File: src/rtl/twiddle_cmul_if.sv
// Handshake and data bundle between the coefficient mapper / sample source
// and the twiddle complex multiplier.
interface twiddle_cmul_if #(
    parameter int MSB = 16
);
    logic                  in_valid;
    logic                  in_ready;
    logic signed [MSB-1:0] x_re;
    logic signed [MSB-1:0] x_im;
    logic                  coef_en;
    logic signed [MSB-1:0] coef;
    logic [1:0]            coef_sel;
    logic signed [MSB-1:0] y_re;
    logic signed [MSB-1:0] y_im;
    logic                  out_valid;

    modport master (
        output in_valid, x_re, x_im, coef_en, coef, coef_sel,
        input  in_ready, y_re, y_im, out_valid
    );

    modport slave (
        input  in_valid, x_re, x_im, coef_en, coef, coef_sel,
        output in_ready, y_re, y_im, out_valid
    );
endinterface

File: src/rtl/twiddle_cmul.sv
// Three-multiply complex multiplier (sample x twiddle) sharing one signed
// multiplier across serially delivered coefficient words C, C+S, S-C.
module twiddle_cmul #(
    parameter int MSB    = 16,
    parameter int COEF_W = 9,
    parameter int FRAC   = 7
) (
    input  logic           clk,
    input  logic           rst,
    twiddle_cmul_if.slave  bus
);
    localparam int SW = MSB + 1;
    localparam int PW = MSB + 1 + COEF_W;
    localparam int AW = MSB + COEF_W + 2;
    localparam logic signed [AW-1:0] Y_MAX = AW'(2 ** (MSB - 1) - 1);
    localparam logic signed [AW-1:0] Y_MIN = ~Y_MAX;

    typedef enum logic [2:0] {
        IDLE,
        STEP0,
        STEP1,
        STEP2,
        OUT
    } state_t;

    state_t                state_q, state_d;
    logic signed [MSB-1:0] a_q, a_d;
    logic signed [MSB-1:0] b_q, b_d;
    logic signed [PW-1:0]  k1_q, k1_d;
    logic signed [PW-1:0]  k3_q, k3_d;
    logic signed [MSB-1:0] y_re_q, y_re_d;
    logic signed [MSB-1:0] y_im_q, y_im_d;

    logic signed [SW-1:0]     mul_a;
    logic signed [COEF_W-1:0] mul_b;
    logic signed [PW-1:0]     prod;
    logic signed [AW-1:0]     re_acc;
    logic signed [AW-1:0]     im_acc;
    logic                     coef_hi_unused;

    function automatic logic signed [MSB-1:0] sat_shift(input logic signed [AW-1:0] v);
        logic signed [AW-1:0] sh;
        sh = v >>> FRAC;
        if (sh > Y_MAX) begin
            return Y_MAX[MSB-1:0];
        end else if (sh < Y_MIN) begin
            return Y_MIN[MSB-1:0];
        end
        return sh[MSB-1:0];
    endfunction

    assign coef_hi_unused = ^bus.coef[MSB-1:COEF_W];

    // The one shared multiplier: operand A is steered by state.
    always_comb begin
        mul_b = bus.coef[COEF_W-1:0];
        case (state_q)
            STEP0:   mul_a = SW'(a_q) + SW'(b_q);
            STEP1:   mul_a = SW'(b_q);
            default: mul_a = SW'(a_q);
        endcase
        prod = PW'(mul_a) * PW'(mul_b);
    end

    // k2 is consumed on the cycle it is produced, so the result registers
    // load at the STEP2 -> OUT edge and out_valid is simply the OUT state.
    always_comb begin
        re_acc = AW'(k1_q) - AW'(k3_q);
        im_acc = AW'(k1_q) + AW'(prod);
    end

    always_comb begin
        state_d = state_q;
        a_d     = a_q;
        b_d     = b_q;
        k1_d    = k1_q;
        k3_d    = k3_q;
        y_re_d  = y_re_q;
        y_im_d  = y_im_q;
        case (state_q)
            IDLE: begin
                if (bus.in_valid) begin
                    a_d     = bus.x_re;
                    b_d     = bus.x_im;
                    state_d = STEP0;
                end
            end
            STEP0: begin
                if (bus.coef_en && bus.coef_sel == 2'd0) begin
                    k1_d    = prod;
                    state_d = STEP1;
                end
            end
            STEP1: begin
                if (bus.coef_en && bus.coef_sel == 2'd1) begin
                    k3_d    = prod;
                    state_d = STEP2;
                end
            end
            STEP2: begin
                if (bus.coef_en && bus.coef_sel == 2'd2) begin
                    y_re_d  = sat_shift(re_acc);
                    y_im_d  = sat_shift(im_acc);
                    state_d = OUT;
                end
            end
            OUT: begin
                state_d = IDLE;
            end
            default: begin
                state_d = IDLE;
            end
        endcase
    end

    always_ff @(posedge clk or posedge rst) begin
        if (rst) begin
            state_q <= IDLE;
            a_q     <= '0;
            b_q     <= '0;
            k1_q    <= '0;
            k3_q    <= '0;
            y_re_q  <= '0;
            y_im_q  <= '0;
        end else begin
            state_q <= state_d;
            a_q     <= a_d;
            b_q     <= b_d;
            k1_q    <= k1_d;
            k3_q    <= k3_d;
            y_re_q  <= y_re_d;
            y_im_q  <= y_im_d;
        end
    end

    assign bus.in_ready  = (state_q == IDLE);
    assign bus.out_valid = (state_q == OUT);
    assign bus.y_re      = y_re_q;
    assign bus.y_im      = y_im_q;
endmodule

File: src/flat_wrapper.sv
// flat-port wrapper written by rule: the top's interface ports become plain ports
module twiddle_cmul_flat 
#(
    parameter int MSB    = 16,
    parameter int COEF_W = 9,
    parameter int FRAC   = 7
)
  (clk, rst, bus_in_valid, bus_x_re, bus_x_im, bus_coef_en, bus_coef, bus_coef_sel, bus_in_ready, bus_y_re, bus_y_im, bus_out_valid);
  twiddle_cmul_if #(.MSB(MSB)) bus_i ();
  input  logic clk;
  input  logic rst;
  input wire logic [$bits(bus_i.in_valid)-1:0] bus_in_valid;
  input wire logic [$bits(bus_i.x_re)-1:0] bus_x_re;
  input wire logic [$bits(bus_i.x_im)-1:0] bus_x_im;
  input wire logic [$bits(bus_i.coef_en)-1:0] bus_coef_en;
  input wire logic [$bits(bus_i.coef)-1:0] bus_coef;
  input wire logic [$bits(bus_i.coef_sel)-1:0] bus_coef_sel;
  output wire logic [$bits(bus_i.in_ready)-1:0] bus_in_ready;
  output wire logic [$bits(bus_i.y_re)-1:0] bus_y_re;
  output wire logic [$bits(bus_i.y_im)-1:0] bus_y_im;
  output wire logic [$bits(bus_i.out_valid)-1:0] bus_out_valid;
  assign bus_i.in_valid = bus_in_valid;
  assign bus_i.x_re = bus_x_re;
  assign bus_i.x_im = bus_x_im;
  assign bus_i.coef_en = bus_coef_en;
  assign bus_i.coef = bus_coef;
  assign bus_i.coef_sel = bus_coef_sel;
  assign bus_in_ready = bus_i.in_ready;
  assign bus_y_re = bus_i.y_re;
  assign bus_y_im = bus_i.y_im;
  assign bus_out_valid = bus_i.out_valid;
  twiddle_cmul #(.MSB(MSB), .COEF_W(COEF_W), .FRAC(FRAC)) u_core (.clk(clk), .rst(rst), .bus(bus_i));
endmodule
File: config.mk
export PLATFORM = sky130hd
export DESIGN_NAME = twiddle_cmul_flat
export DESIGN_NICKNAME = d
export VERILOG_FILES = /design/src/rtl/twiddle_cmul_if.sv /design/src/rtl/twiddle_cmul.sv /design/src/flat_wrapper.sv
export SDC_FILE = /design/constraint.sdc
export NUM_CORES = 1
export LEC_CHECK = 0
export CAP_MARGIN = 20
export CORE_MARGIN = 8
export CORE_UTILIZATION = 30
export CTS_CLUSTER_SIZE = 25
export DETAILED_ROUTE_END_ITERATION = 6
export GPL_TIMING_DRIVEN = 0
export PLACE_DENSITY = 0.42
export SYNTH_ARGS = -nofsm -noshare
export SYNTH_HDL_FRONTEND = slang
export SYNTH_SLANG_ARGS = --single-unit
File: constraint.sdc
create_clock -name clk -period 10.83 [get_ports clk]
set_clock_uncertainty 0.2 [all_clocks]
set_input_delay 2.166 -clock clk [delete_from_list [all_inputs] [get_ports clk]]
set_output_delay 2.166 -clock clk [all_outputs]
set_load 0.02 [all_outputs]
## Word-level counts from Yosys, hierarchy flattened

Index checks and enable logic that the tools add are counted.

- Output and inout bits: 34
- Register bits: 119
- Word-level logic and storage cells: 55
- Input port bits: 54

- $mul: 1
- Reduce and logical (&&, ||, !) cells: 10
- Order comparisons: 4
- $add $sub $neg: 3
- Muxes and demuxes: 20
- Equal/unequal tests: 10

Operators by type and width:

| kind | number |
|---|---|
| 2-to-1 mux 16 bit | 6 |
| greater-than comparator 20 x 16 -> 1 bit (second input constant) | 2 |
| < comparator 20 x 16 -> 1 bit (second input constant) | 2 |
| case mux 17 bit (2 select lines) | 1 |
| adder 26 x 26 -> 27 bit | 1 |
| subtractor 26 x 26 -> 27 bit | 1 |
| multiplier 17 x 9 -> 26 bit | 1 |
| adder 16 x 16 -> 17 bit | 1 |
| 2-to-1 mux 3 bit | 4 |
| case mux 3 bit (4 select lines) | 1 |
| 2-to-1 mux 1 bit | 8 |
| AND reduction 2 bit | 4 |
| == test 3 x 2 -> 1 bit (second input constant) | 2 |
| inequality test 2 x 1 -> 1 bit (second input constant) | 3 |
| AND reduction 4 bit | 1 |
| == test 3 x 1 -> 1 bit (second input constant) | 1 |
| == test 3 bit (second input constant) | 1 |
| logical AND 1 bit | 3 |
| logical NOT 3 bit | 1 |
| == test 2 x 1 -> 1 bit (second input constant) | 1 |
| == test 2 bit (second input constant) | 1 |
| logical NOT 2 bit | 1 |
| inequality test 2 bit (second input constant) | 1 |

## Longest topological paths before layout

- Depth in word-level cells: 10
- Depth in mapped cells: 42

## Least setup slack after synthesis

OpenSTA, ideal clock, no wires.

- Kind: input to register
- Start: in bus_coef[2]
- End: reg u_core.y_im_q[5] (netlist: u_core.bus.y_im[5])
- Required time: 10504 ps
- Cell stages on the path: 29
- Path slack: 1068 ps
- Path buffers: 3
- Arrival: 9436 ps
- Cells stage by stage: buf_1 > clkbuf_1 > nand2_1 > fa_1 > fa_1 > inv_1 > fa_1 > fa_1 > fa_1 > ha_1 > inv_1 > o21bai_1 > o31a_1 > a2111oi_1 > a21oi_1 > a31o_2 > a21o_1 > a21oi_1 > xnor2_1 > ha_1 > and4_1 > a221oi_1 > o21ai_0 > a21oi_4 > nor2b_1 > o41ai_4 > o31ai_2 > buf_6 > a221o_1

- Longest elaborated chain between the ends: 8

RTL lines:

| element | RTL line | source |
|---|---|---|
| start, declared | flat_wrapper.sv:16 | `input wire logic [$bits(bus_i.coef)-1:0] bus_coef;` |
| multiplier 17 x 9 -> 26 bit * | twiddle_cmul.sv:62 | `prod = PW'(mul_a) * PW'(mul_b);` |
| via u_core.prod[20] | twiddle_cmul.sv:36 | `logic signed [PW-1:0] prod;` |
| adder 26 x 26 -> 27 bit * | twiddle_cmul.sv:69 | `im_acc = AW'(k1_q) + AW'(prod);` |
| < comparator 20 x 16 -> 1 bit | twiddle_cmul.sv:46 | `end else if (sh < Y_MIN) begin` |
| 2-to-1 mux 1 bit | twiddle_cmul.sv:46 |  |
| 2-to-1 mux 1 bit | twiddle_cmul.sv:44 | `if (sh > Y_MAX) begin` |
| 2-to-1 mux 1 bit | twiddle_cmul.sv:101 | `if (bus.coef_en && bus.coef_sel == 2'd2) begin` |
| 2-to-1 mux 1 bit | twiddle_cmul.sv:80 | `case (state_q)` |
| 2-to-1 mux 16 bit * | twiddle_cmul.sv:49 | `return sh[MSB-1:0];` |
| end signal, assigned | twiddle_cmul.sv:132 | `y_im_q <= y_im_d;` |
| end, declared | twiddle_cmul.sv:32 | `logic signed [MSB-1:0] y_im_q, y_im_d;` |

Mark *: on every way through the listed nets, which the timed path passes. The rest lies on a longest branch. The select of a mux whose other input is x is not followed.
A chain may end at the register's enable or synchronous reset.

## Worst setup path in the final report

- Start: in bus_coef[3]
- End: reg u_core.y_im_q[1] (netlist: u_core.bus.y_im[1])

The elaborated chain is that of the path after synthesis.

==> impl_metrics.env <==
export IMPL_rsz0062_at_grt="false"
export IMPL_r2r_slack_ns=0.60
export IMPL_final_setup_viol_count=0
export IMPL_ant_nets=0
export IMPL_path_clk_slew_ns=0.06
export IMPL_antenna_found_initial=1
export IMPL_netlist_area_sq_um=12400
export IMPL_path_max_fanout=10
export IMPL_min_period_ns=10.41
export IMPL_hold_class="reg2reg"
export IMPL_wl_per_cell_um=17.4
export IMPL_synth_warnings=0
export IMPL_cts_root_buf="clkbuf_16"
export IMPL_crit_arrival_ns=10.54
export IMPL_synth_seq_cells=119
export IMPL_synthTopCellsByArea="dfrtp_1 (24%), fa_1 (20%), ha_1 (12%), mux2_2 (5.2%), inv_1 (4.5%)"
export IMPL_cts_buffers=17
export IMPL_area_delta_synth_final_pct=17.5
export IMPL_synth_fp_nets=1564
export IMPL_core_area_sq_um=40800
export IMPL_drc=0
export IMPL_cts_sinks=119
export IMPL_wl_met2_um=15900
export IMPL_wl_met3_um=703
export IMPL_cts_tree="yes"
export IMPL_min_period_over_period_pct=96.1
export IMPL_viasPerCell=4.83
export IMPL_htreeDepth=4
export IMPL_dieArea_sq_um=48200
export IMPL_fin_ws_ns=0.418
export IMPL_final_hold_viol_count=0
export IMPL_drt_initial_drc_count=363
export IMPL_grt_start_max_net_pins=67
export IMPL_syn_inst=1263
export IMPL_ys_seq_area_share_pct=24.0
export IMPL_grt_usage_pct=14.3
export IMPL_slew_headroom_pct=29.9
export IMPL_cap_violations=0
export IMPL_grt_pass1_vias=9738
export IMPL_slew_violations=0
export IMPL_globalplace_congestion=0.796
export IMPL_start_kind="input pin"
export IMPL_rows=74
export IMPL_yosysTopAreaCell="dfrtp_1"
export IMPL_synth_flop_cell="dfrtp_1"
export IMPL_max_freq_mhz=96.0
export IMPL_first_pass_iters=4
export IMPL_crit_type="in2reg"
export IMPL_yosys_cell_types_count=64
export IMPL_pre_cts_slack_ns=-0.706
export IMPL_io_buffers=77
export IMPL_synth_top_area_share_pct=24.0
export IMPL_vias=9217
export IMPL_die_height_um=220
export IMPL_syn_avg_cell_area_sq_um=9.84
export IMPL_async_flop_share_pct=100
export IMPL_cts_buffer_depth=2
export IMPL_initial_utilization_pct=30.4
export IMPL_r2r_worst_path_cells=38
export IMPL_min_path_cells=2
export IMPL_status="completed"
export IMPL_layout_drive_gt1_share_pct=10.9
export IMPL_die_w_um=220
export IMPL_top_layer_used="met5"
export IMPL_setup_tns_ns=0
export IMPL_grt_pass1_wl_um=53700
export IMPL_grt_overflow_total=0
export IMPL_dp_hpwl_um=27200
export IMPL_nets=1664
export IMPL_synth_edf_count=0
export IMPL_io_pins=88
export IMPL_cp_required_ns=10.95
export IMPL_wl_um=33200
export IMPL_wl_met1_um=16100
export IMPL_max_slew_worst_pin_slew_ns=1.05
export IMPL_clock_latency_ns=0.45
export IMPL_cp_end_kind="flip-flop"
[state kept, by name (all words and copies together) (netlist names)]
signal           flops
u_core.state_q       3
u_core.k3_q         26
u_core.k1_q         26
u_core.bus.y_re     16
u_core.bus.y_im     16
u_core.a_q          16
u_core.b_q          16
[area by class of cell]
| cell class | count | area [sq um] |
|---|---|---|
| plain buffers | 41 | 176 |
| fillers | 4206 | 26200 |
| well taps | 532 | 666 |
| clock buffers | 17 | 425 |
| clock inverters | 15 | 148 |
| flip-flops and latches | 119 | 2980 |
| diodes | 1 | 2.50 |
| inverters | 149 | 564 |
| repair buffers | 81 | 831 |
| multi-input cells | 954 | 8820 |
[worst paths after layout]
kind,start,end
worst max-delay path,bus_coef[3],u_core.bus.y_im[1]
worst min-delay path,u_core.k3_q[0],u_core.k3_q[0]
worst max register to register,u_core.b_q[1],u_core.bus.y_im[1]
worst min register to register,u_core.k3_q[0],u_core.k3_q[0]
max in group asynchronous,rst,u_core.k1_q[10]
min in group asynchronous,rst,u_core.state_q[2]
[cell usage in the layout (no fill, tap or decap), types with 6 or more instances in the layout]
cell | netlist | layout
o21ai_2 | 0 | 6
nor2b_1 | 16 | 16
a21oi_1 | 55 | 55
xnor2_1 | 52 | 52
buf_2 | 3 | 6
dfrtp_1 | 119 | 119
clkbuf_1 | 30 | 21
xor2_1 | 20 | 20
o221a_2 | 15 | 15
inv_1 | 149 | 148
mux2_2 | 57 | 57
nand3_1 | 13 | 13
nand2b_1 | 16 | 16
and3_1 | 7 | 7
clkinv_4 | 0 | 6
a21o_1 | 23 | 23
and2_1 | 88 | 88
buf_1 | 7 | 7
a31oi_1 | 9 | 9
a22oi_1 | 12 | 12
nor2_1 | 46 | 46
clkbuf_2 | 0 | 7
a221o_1 | 16 | 16
clkbuf_16 | 0 | 17
clkdlybuf4s50_1 | 0 | 72
fa_1 | 127 | 127
nor3_1 | 11 | 11
ha_1 | 120 | 119
nand2_1 | 115 | 115
o21ai_0 | 52 | 51
o21a_1 | 7 | 7
[per-layer routing]
metal  track usage (%)  vias up
li1                  -     4471
met1              19.5     4627
met2              23.1       89
met3              2.33       28
met4              4.29        2
met5                 0        -
[cell usage after synthesis (4+ instances only)]
cell type  number
nand2b_1       16
nor2_1         46
nor2b_1        16
and3_1          7
xor2_1         20
o31ai_1         4
a21o_1         23
o21ai_0        52
nand2_1       115
or2_2           5
inv_1         149
dfrtp_1       119
o221a_2        15
clkbuf_1       30
nor3_1         11
xnor2_1        52
a31oi_1         9
o21a_1          7
ha_1          120
o21bai_1        5
a221o_1        16
buf_1           7
a22oi_1        12
a21oi_1        55
and2_1         88
fa_1          127
o21ai_1        11
nand3_1        13
mux2_2         57
[through the flow]
| step | cells | instance area [sq um] | util, % | hold slack, ns |
|---|---|---|---|---|
| after floorplan | 1263 | 12400 | - | 0.250 |
| after CTS | 1908 | 14500 | 35.5 | 0.287 |
| after detailed placement | 1876 | 13900 | 34.1 | 0.271 |
| after global placement | 1872 | 13900 | 34.0 | 0.263 |
| final | 1909 | 14600 | 35.8 | 0.284 |
| after global routing | 1908 | 14600 | 35.8 | 0.313 |
[critical path, cell delays in order]
cell,delay [ns]
clkdlybuf4s50_1,0.72
clkbuf_1,0.50
and2_1,0.23
fa_1,0.45
fa_1,0.49
fa_1,0.52
fa_1,0.49
ha_1,0.31
ha_1,0.41
o2111a_1,0.19
o31a_1,0.13
a2111oi_4,0.33
a21oi_1,0.17
a31o_2,0.31
a21o_1,0.18
a21oi_1,0.18
xnor2_1,0.26
ha_2,0.42
and4_1,0.25
a221oi_1,0.29
o21ai_0,0.20
a21oi_4,0.20
nor2b_1,0.09
o41ai_4,0.31
a31oi_1,0.19
buf_2,0.27
a221o_1,0.27
[repair_timing]
action / in CTS / in global routing
endpoints found under the setup margin: 15 / 16
setup buffers: 0 / 0
pin swaps: 0 / 1
hold buffers: 0 / 0
gates resized for setup: 6 / 35
[cells by family (layout without fill, tap and decap cells)]
family	count (synthesis)	in the layout	share of synthesized area [%]
other	0	1	0
AOI/OAI and AO/OA	244	244	13.9
xor gates and xnor gates	72	72	5.07
buffers and inverters	190	303	5.83
DFF	119	119	24.0
muxes	58	58	5.24
adders and majority gates	247	247	32.5
and+or+nand+nor	333	333	13.4
Power is not shown: default switching activity piles up to over one toggle a cycle in this logic, so the estimate is an artifact.
